<file path="config.mk">
export PLATFORM = sky130hd
export DESIGN_NAME = tri_setup_unit
export DESIGN_NICKNAME = d
export VERILOG_FILES = /design/src/rtl/gpu_pkg.sv /design/src/rtl/seq_divider.sv /design/src/rtl/tri_setup_unit.sv
export SDC_FILE = /design/constraint.sdc
export NUM_CORES = 1
export LEC_CHECK = 0
export BUFFER_PORTS_ARGS = -buffer_cell sky130_fd_sc_hd__buf_4
export CAP_MARGIN = 20
export CORE_ASPECT_RATIO = 1.25
export CORE_MARGIN = 3
export CORE_UTILIZATION = 25
export DETAILED_ROUTE_END_ITERATION = 8
export PLACE_DENSITY = 0.44
export SETUP_SLACK_MARGIN = 0.15
export SLEW_MARGIN = 20
export SYNTH_ARGS = -nofsm -noshare
export SYNTH_HDL_FRONTEND = slang
export SYNTH_HIERARCHICAL = 1
export SYNTH_SLANG_ARGS = --single-unit
</file>
<file path="constraint.sdc">
create_clock -name clk -period 18.6 [get_ports clk]
set_input_delay 1.86 -clock clk [delete_from_list [all_inputs] [get_ports clk]]
set_output_delay 1.86 -clock clk [all_outputs]
set_load 0.05 [all_outputs]
</file>
<file path="src/rtl/gpu_pkg.sv">
// Shared widths, FSM encoding and the triangle bundle consumed by the pixel core.
package gpu_pkg;

  localparam int unsigned VTX_XY_W   = 6;
  localparam int unsigned VTX_Z_W    = 3;
  localparam int unsigned EDGE_XY_W  = 7;
  localparam int unsigned EDGE_Z_W   = 4;
  localparam int unsigned COLOR_W    = 6;
  localparam int unsigned INV_DET_W  = 20;
  localparam int unsigned DET_OUT_W  = 12;
  localparam int unsigned DET_FULL_W = 14;
  localparam int unsigned DIVISOR_W  = 13;

  localparam logic [INV_DET_W-1:0] INV_NUMERATOR = 20'hFFFFF;

  typedef enum logic [1:0] {
    ST_IDLE = 2'd0,
    ST_MULT = 2'd1,
    ST_DIV  = 2'd2,
    ST_DONE = 2'd3
  } setup_state_e;

  typedef struct packed {
    logic [VTX_XY_W-1:0]  v0_x;
    logic [VTX_XY_W-1:0]  v0_y;
    logic [VTX_Z_W-1:0]   v0_z;
    logic [EDGE_XY_W-1:0] e1_x;
    logic [EDGE_XY_W-1:0] e1_y;
    logic [EDGE_Z_W-1:0]  e1_z;
    logic [EDGE_XY_W-1:0] e2_x;
    logic [EDGE_XY_W-1:0] e2_y;
    logic [EDGE_Z_W-1:0]  e2_z;
    logic [DET_OUT_W-1:0] determinant;
    logic [INV_DET_W-1:0] inv_det;
    logic [COLOR_W-1:0]   color;
    logic                 en;
  } triangle_cfg_t;

  // Magnitude of the full determinant; |D| never exceeds 63*63*2 so 13 bits suffice.
  function automatic logic [DIVISOR_W-1:0] abs_det(input logic signed [DET_FULL_W-1:0] d);
    return d[DET_FULL_W-1] ? DIVISOR_W'(-d) : DIVISOR_W'(d);
  endfunction

endpackage

</file>
<file path="src/rtl/seq_divider.sv">
// Restoring unsigned divider, one quotient bit per cycle, MSB first.
module seq_divider #(
  parameter int unsigned N_W = 20,
  parameter int unsigned D_W = 13
) (
  input  logic           clk,
  input  logic           rst_n,
  input  logic           start,
  input  logic [N_W-1:0] dividend,
  input  logic [D_W-1:0] divisor,
  output logic           done_c,
  output logic [N_W-1:0] quotient
);

  localparam int unsigned CNT_W = $clog2(N_W);

  logic [N_W-1:0]   quo_q, quo_d;
  logic [D_W-1:0]   rem_q, rem_d;
  logic [D_W-1:0]   dvs_q, dvs_d;
  logic [CNT_W-1:0] cnt_q, cnt_d;
  logic             run_q, run_d;
  logic [D_W:0]     trial_c;
  logic             fits_c;

  // Trial subtraction: shift the next dividend bit into the partial remainder.
  always_comb begin
    trial_c = {rem_q, quo_q[N_W-1]};
    fits_c  = (trial_c >= {1'b0, dvs_q});
  end

  // Iteration control; quo_q doubles as the dividend shift register.
  always_comb begin
    quo_d  = quo_q;
    rem_d  = rem_q;
    dvs_d  = dvs_q;
    cnt_d  = cnt_q;
    run_d  = run_q;
    done_c = 1'b0;
    if (start) begin
      quo_d = dividend;
      rem_d = '0;
      dvs_d = divisor;
      cnt_d = CNT_W'(N_W - 1);
      run_d = 1'b1;
    end else if (run_q) begin
      quo_d = {quo_q[N_W-2:0], fits_c};
      rem_d = fits_c ? D_W'(trial_c - {1'b0, dvs_q}) : D_W'(trial_c);
      if (cnt_q == '0) begin
        run_d  = 1'b0;
        done_c = 1'b1;
      end else begin
        cnt_d = cnt_q - CNT_W'(1);
      end
    end
  end

  // Divider state registers.
  always_ff @(posedge clk) begin
    if (!rst_n) begin
      quo_q <= '0;
      rem_q <= '0;
      dvs_q <= '0;
      cnt_q <= '0;
      run_q <= 1'b0;
    end else begin
      quo_q <= quo_d;
      rem_q <= rem_d;
      dvs_q <= dvs_d;
      cnt_q <= cnt_d;
      run_q <= run_d;
    end
  end

  assign quotient = quo_q;

endmodule

</file>
<file path="src/rtl/tri_setup_unit.sv">
// Triangle setup: edges, determinant and reciprocal into a shadow set, committed at frame_sync.
module tri_setup_unit
  import gpu_pkg::*;
#(
  parameter int unsigned INV_W = INV_DET_W,
  parameter int unsigned DET_W = DET_OUT_W
) (
  input  logic                 clk,
  input  logic                 rst_n,
  input  logic                 in_valid,
  output logic                 in_ready,
  input  logic [VTX_XY_W-1:0]  in_v0_x,
  input  logic [VTX_XY_W-1:0]  in_v0_y,
  input  logic [VTX_Z_W-1:0]   in_v0_z,
  input  logic [VTX_XY_W-1:0]  in_v1_x,
  input  logic [VTX_XY_W-1:0]  in_v1_y,
  input  logic [VTX_Z_W-1:0]   in_v1_z,
  input  logic [VTX_XY_W-1:0]  in_v2_x,
  input  logic [VTX_XY_W-1:0]  in_v2_y,
  input  logic [VTX_Z_W-1:0]   in_v2_z,
  input  logic [COLOR_W-1:0]   in_color,
  input  logic                 in_en,
  input  logic                 frame_sync,
  output logic [VTX_XY_W-1:0]  vertex_0_x,
  output logic [VTX_XY_W-1:0]  vertex_0_y,
  output logic [VTX_Z_W-1:0]   vertex_0_z,
  output logic [EDGE_XY_W-1:0] edge_1_x,
  output logic [EDGE_XY_W-1:0] edge_1_y,
  output logic [EDGE_Z_W-1:0]  edge_1_z,
  output logic [EDGE_XY_W-1:0] edge_2_x,
  output logic [EDGE_XY_W-1:0] edge_2_y,
  output logic [EDGE_Z_W-1:0]  edge_2_z,
  output logic [DET_W-1:0]     determinant,
  output logic [INV_W-1:0]     inv_det,
  output logic [COLOR_W-1:0]   poly_color,
  output logic                 en_polygon,
  output logic                 busy
);

  setup_state_e                  state_q, state_d;
  triangle_cfg_t                 sh_q, sh_d;
  triangle_cfg_t                 act_q, act_d;
  logic signed [DET_FULL_W-1:0]  det_q, det_d;
  logic                          ready_q, ready_d;
  logic                          busy_q, busy_d;
  logic signed [DET_FULL_W-1:0]  e1x_c, e1y_c, e2x_c, e2y_c, det_mul_c;
  logic                          div_start_c;
  logic                          div_done_c;
  logic [INV_W-1:0]              div_quo;

  // Signed cross product of the captured edges.
  always_comb begin
    e1x_c     = DET_FULL_W'($signed(sh_q.e1_x));
    e1y_c     = DET_FULL_W'($signed(sh_q.e1_y));
    e2x_c     = DET_FULL_W'($signed(sh_q.e2_x));
    e2y_c     = DET_FULL_W'($signed(sh_q.e2_y));
    det_mul_c = (e1x_c * e2y_c) - (e1y_c * e2x_c);
  end

  // Next-state, shadow capture and commit logic.
  always_comb begin
    state_d     = state_q;
    sh_d        = sh_q;
    act_d       = act_q;
    det_d       = det_q;
    div_start_c = 1'b0;
    unique case (state_q)
      ST_IDLE: begin
        if (in_valid) begin
          sh_d.v0_x        = in_v0_x;
          sh_d.v0_y        = in_v0_y;
          sh_d.v0_z        = in_v0_z;
          sh_d.e1_x        = EDGE_XY_W'(in_v1_x) - EDGE_XY_W'(in_v0_x);
          sh_d.e1_y        = EDGE_XY_W'(in_v1_y) - EDGE_XY_W'(in_v0_y);
          sh_d.e1_z        = EDGE_Z_W'(in_v1_z) - EDGE_Z_W'(in_v0_z);
          sh_d.e2_x        = EDGE_XY_W'(in_v2_x) - EDGE_XY_W'(in_v0_x);
          sh_d.e2_y        = EDGE_XY_W'(in_v2_y) - EDGE_XY_W'(in_v0_y);
          sh_d.e2_z        = EDGE_Z_W'(in_v2_z) - EDGE_Z_W'(in_v0_z);
          sh_d.determinant = '0;
          sh_d.inv_det     = '0;
          sh_d.color       = in_color;
          sh_d.en          = in_en;
          state_d          = ST_MULT;
        end
      end
      ST_MULT: begin
        det_d            = det_mul_c;
        sh_d.determinant = DET_OUT_W'(det_mul_c >>> 2);
        sh_d.en          = sh_q.en & (det_mul_c != '0);
        div_start_c      = (det_mul_c != '0);
        state_d          = (det_mul_c == '0) ? ST_DONE : ST_DIV;
      end
      ST_DIV: begin
        if (div_done_c) begin
          state_d = ST_DONE;
        end
      end
      ST_DONE: begin
        if (frame_sync) begin
          act_d         = sh_q;
          act_d.inv_det = (det_q == '0) ? '0 : INV_DET_W'(div_quo);
          state_d       = ST_IDLE;
        end
      end
      default: state_d = ST_IDLE;
    endcase
    ready_d = (state_d == ST_IDLE);
    busy_d  = (state_d != ST_IDLE);
  end

  // State, shadow and active registers.
  always_ff @(posedge clk) begin
    if (!rst_n) begin
      state_q <= ST_IDLE;
      sh_q    <= '0;
      act_q   <= '0;
      det_q   <= '0;
      ready_q <= 1'b1;
      busy_q  <= 1'b0;
    end else begin
      state_q <= state_d;
      sh_q    <= sh_d;
      act_q   <= act_d;
      det_q   <= det_d;
      ready_q <= ready_d;
      busy_q  <= busy_d;
    end
  end

  seq_divider #(
    .N_W (INV_W),
    .D_W (DIVISOR_W)
  ) u_div (
    .clk      (clk),
    .rst_n    (rst_n),
    .start    (div_start_c),
    .dividend (INV_W'(INV_NUMERATOR)),
    .divisor  (abs_det(det_mul_c)),
    .done_c   (div_done_c),
    .quotient (div_quo)
  );

  assign in_ready    = ready_q;
  assign busy        = busy_q;
  assign vertex_0_x  = act_q.v0_x;
  assign vertex_0_y  = act_q.v0_y;
  assign vertex_0_z  = act_q.v0_z;
  assign edge_1_x    = act_q.e1_x;
  assign edge_1_y    = act_q.e1_y;
  assign edge_1_z    = act_q.e1_z;
  assign edge_2_x    = act_q.e2_x;
  assign edge_2_y    = act_q.e2_y;
  assign edge_2_z    = act_q.e2_z;
  assign determinant = DET_W'(act_q.determinant);
  assign inv_det     = INV_W'(act_q.inv_det);
  assign poly_color  = act_q.color;
  assign en_polygon  = act_q.en;

endmodule

</file>
==> impl_results.md <==
* PortBufs at 147
* Cell area power density at 155 nW/um^2
* Main combinational cell family by area after synthesis: adder cells
* Antenna fix cells at 0
* Highest-count cells in the layout ignoring fill and taps: nand2_1 (320), dfxtp_1 (229), inv_1 (205)
* Post-synthesis simple-gate area fraction at 0.187
* Commonest non-fill, non-tap cell in the layout: nand2_1
* Crit path max fanout at 59
* Die footprint at 61300 sq um
* Static leakage at 0.00723 uW
* Root Buffer: clkbuf_16
* Clock latency on the worst-skew pair at 580 ps
* Critical Path AT at 8570 ps
* M1 wire length at 18400 um
* Ys Warns at 6
* Synthesis-stage register bit count at 230
* Power Total at 2700 uW
* Setup Crit Path Kind: reg -> reg
* Avg Inst Size Synth at 8.46 sq um
* Sequential fraction of the synthesis area at 0.316
* # IOs at 148
* Post-Synth Adder-Cell Area at 0.227
* H-tree depth at 1
* CTS tree: done
* Initial Util at 0.254
* First-pass detailed-route iteration total at 5
* RSZ-0062 raised after global routing: false
* CTS buffer count at 29
* Share of layout cells above drive strength 1 at 0.127
* Met3 wire len at 1500 um
* Met2 wire len at 20900 um
* Compound-Gate Fraction of Synth Area at 0.136
* Critical Path Sink Type: flip-flop
* Most common cell on crit path: fa_1
* Hold Buf Count CTS at 0
* Die X at 222 um
* Multiplexer area fraction after synthesis at 0.0262
* Number of synthesized flops with an enable pin at 0
* Post-CTS Setup Inserts at 0
* Fin. Hold Viols at 0
* Setup crit start kind: flip-flop
* Antenna viol nets, final at 0
* Die Y at 276 um
* Placer Congestion at 0.791
* Largest net degree at the start of global routing at 94
* Post-Synth XOR/XNOR Area at 0.0289
* Setup TNS at 0 ps
* FF-to-FF setup slack at 10520 ps
* Synth Cell Area at 14600 sq um
* CP max stage cell: nor2b_1
* Dominant synthesized flop cell: dfxtp_1
* Worst slew margin at 0.260
* HP Class: reg -> reg
* Final wirelength at 41700 um
* Fmax at 0.124 GHz
* Drt wl/cell at 16.0 um
* Fill count at 6126
* HPWL Detailed at 31400 um
* Antenna violations before repair at 0
* # nets final at 2094
* GRT Util Overall at 0.133
* Max-cap check violation count at 0
* Crit-path cells: and2_1 > fa_1 > fa_1 > inv_1 > fa_1 > fa_1 > fa_1 > fa_1 > ha_1 > a21oi_1 > o21bai_1 > or3_4 > a2111oi_4 > o2111ai_1 > nor3_1 > a21oi_4 > buf_4 > nor2b_1 > o21ai_0 > a211oi_2
* Worst Tran Pin Value at 1110 ps
* Final Setup Violations at 0
* Via/cell ratio at 4.43
* Vias in the first global route at 11869
* Fin crit share at 0.435
* Post-route DRC at 0
* Cells after Synth at 1723
* Status: complete, no violations
* Worst endpoint required time at 19090 ps
* Clk sinks at 230
* Tmin final at 8080 ps
* CTS-repair resized insts at 0
* 1st-iter DRT viols at 581
* Core area at 57500 sq um
* Deepest clock path buffer count at 3
* Vias post-DR at 11544
* Row count at 98
* Setup Skew at 16.2 ps
* Peak VDD IR at 0.152 mV
* Top Layer Used: met4
* Remaining Overflow, GRT at 0
* Clock transition at the registers of the reported paths at 60 ps
* Final Max Slew Viols at 0
* Post-synth ARST share at 0
* Area Overhead vs Synth at 19.2%
* Max incr delay on CP at 920 ps
* Global-route wire length before repair at 66000 um
* Cell variety after synth at 75
cell type report:
| class | instances | area, sq um | area share |
|---|---|---|---|
| sequential | 230 | 4610 | 0.265 |
| timing repair buffer | 153 | 1150 | 0.0661 |
| inverter | 207 | 782 | 0.0450 |
| multi-input combinational | 1215 | 8950 | 0.515 |
| clock buffer | 38 | 820 | 0.0471 |
| clock inverter | 13 | 139 | 0.00799 |
| tap | 750 | 938 | 0.0540 |
logic make-up (layout without fill, tap and decap cells):
family,Yosys count,count (layout)
simple gates,582,582
compound gates,328,328
buf+inv,297,411
flops,230,230
fa+ha+maj,202,202
xor+xnor,45,45
mux,38,38
other cells,1,20
where the power goes:
group          internal (uW)  switching [uW]
Clock                    337             233
Sequential               532            37.9
Combinational            626             931
path summary, 6_finish.rpt:
path / to / from / cells past startpoint
setup / recovery: u_div/rem_q[8] / e2x_c[0] / 20
hold / removal: det_q[5] / det_q[5] / 2
setup reg to reg: u_div/rem_q[8] / e2x_c[0] / 20
hold reg to reg: det_q[5] / det_q[5] / 2
registers in the layout, summed over array words and instances, names as in the netlist, 7 cells and up:
register	flops
edge_1_y	7
u_div/dvs_q	13
edge_1_x	7
u_div/quotient	20
e2x_c	7
det_q	14
determinant	12
edge_2_x	7
inv_det	20
e1x_c	7
e1y_c	7
edge_2_y	7
u_div/rem_q	13
e2y_c	7
sh_q	42
cell usage after synthesis (all sizes together) (37+ instances only):
cell / n / area (sq um)
nand2: 321 / 1200
dfxtp: 230 / 4600
inv: 207 / 777
a21oi: 162 / 815
fa: 105 / 2100
ha: 97 / 1210
clkbuf: 77 / 293
and2: 74 / 463
nor2: 64 / 243
o21ai: 61 / 313
mux2i: 37 / 370
stage by stage:
stage	setup WS, ps	area [sq um]	hold WS, ps	instances	util
after detailed placement	10530	16400	441	2555	0.285
after global routing	10020	17400	466	2606	0.302
after CTS	10520	17400	449	2606	0.302
after global placement	10670	16400	439	2555	0.285
final	10520	17400	450	2606	0.302
after floorplan	11550	14700	431	1742	-
worst max-delay path, delay by kind of cell, from the launching register on:
kind	cells	cell delay (ps)
and+or+nand+nor	4	2170
AOI/OAI and AO/OA	7	1500
adders and majority gates	7	3420
DFF	1	470
buffers and inverters	2	400
per-layer routing:
layer  vias up  global-route usage
li1       5795                   -
met1      5518               0.163
met2       176               0.245
met3        55              0.0205
met4         0              0.0335
met5         -                   0
(Power assumes the default switching activity.)
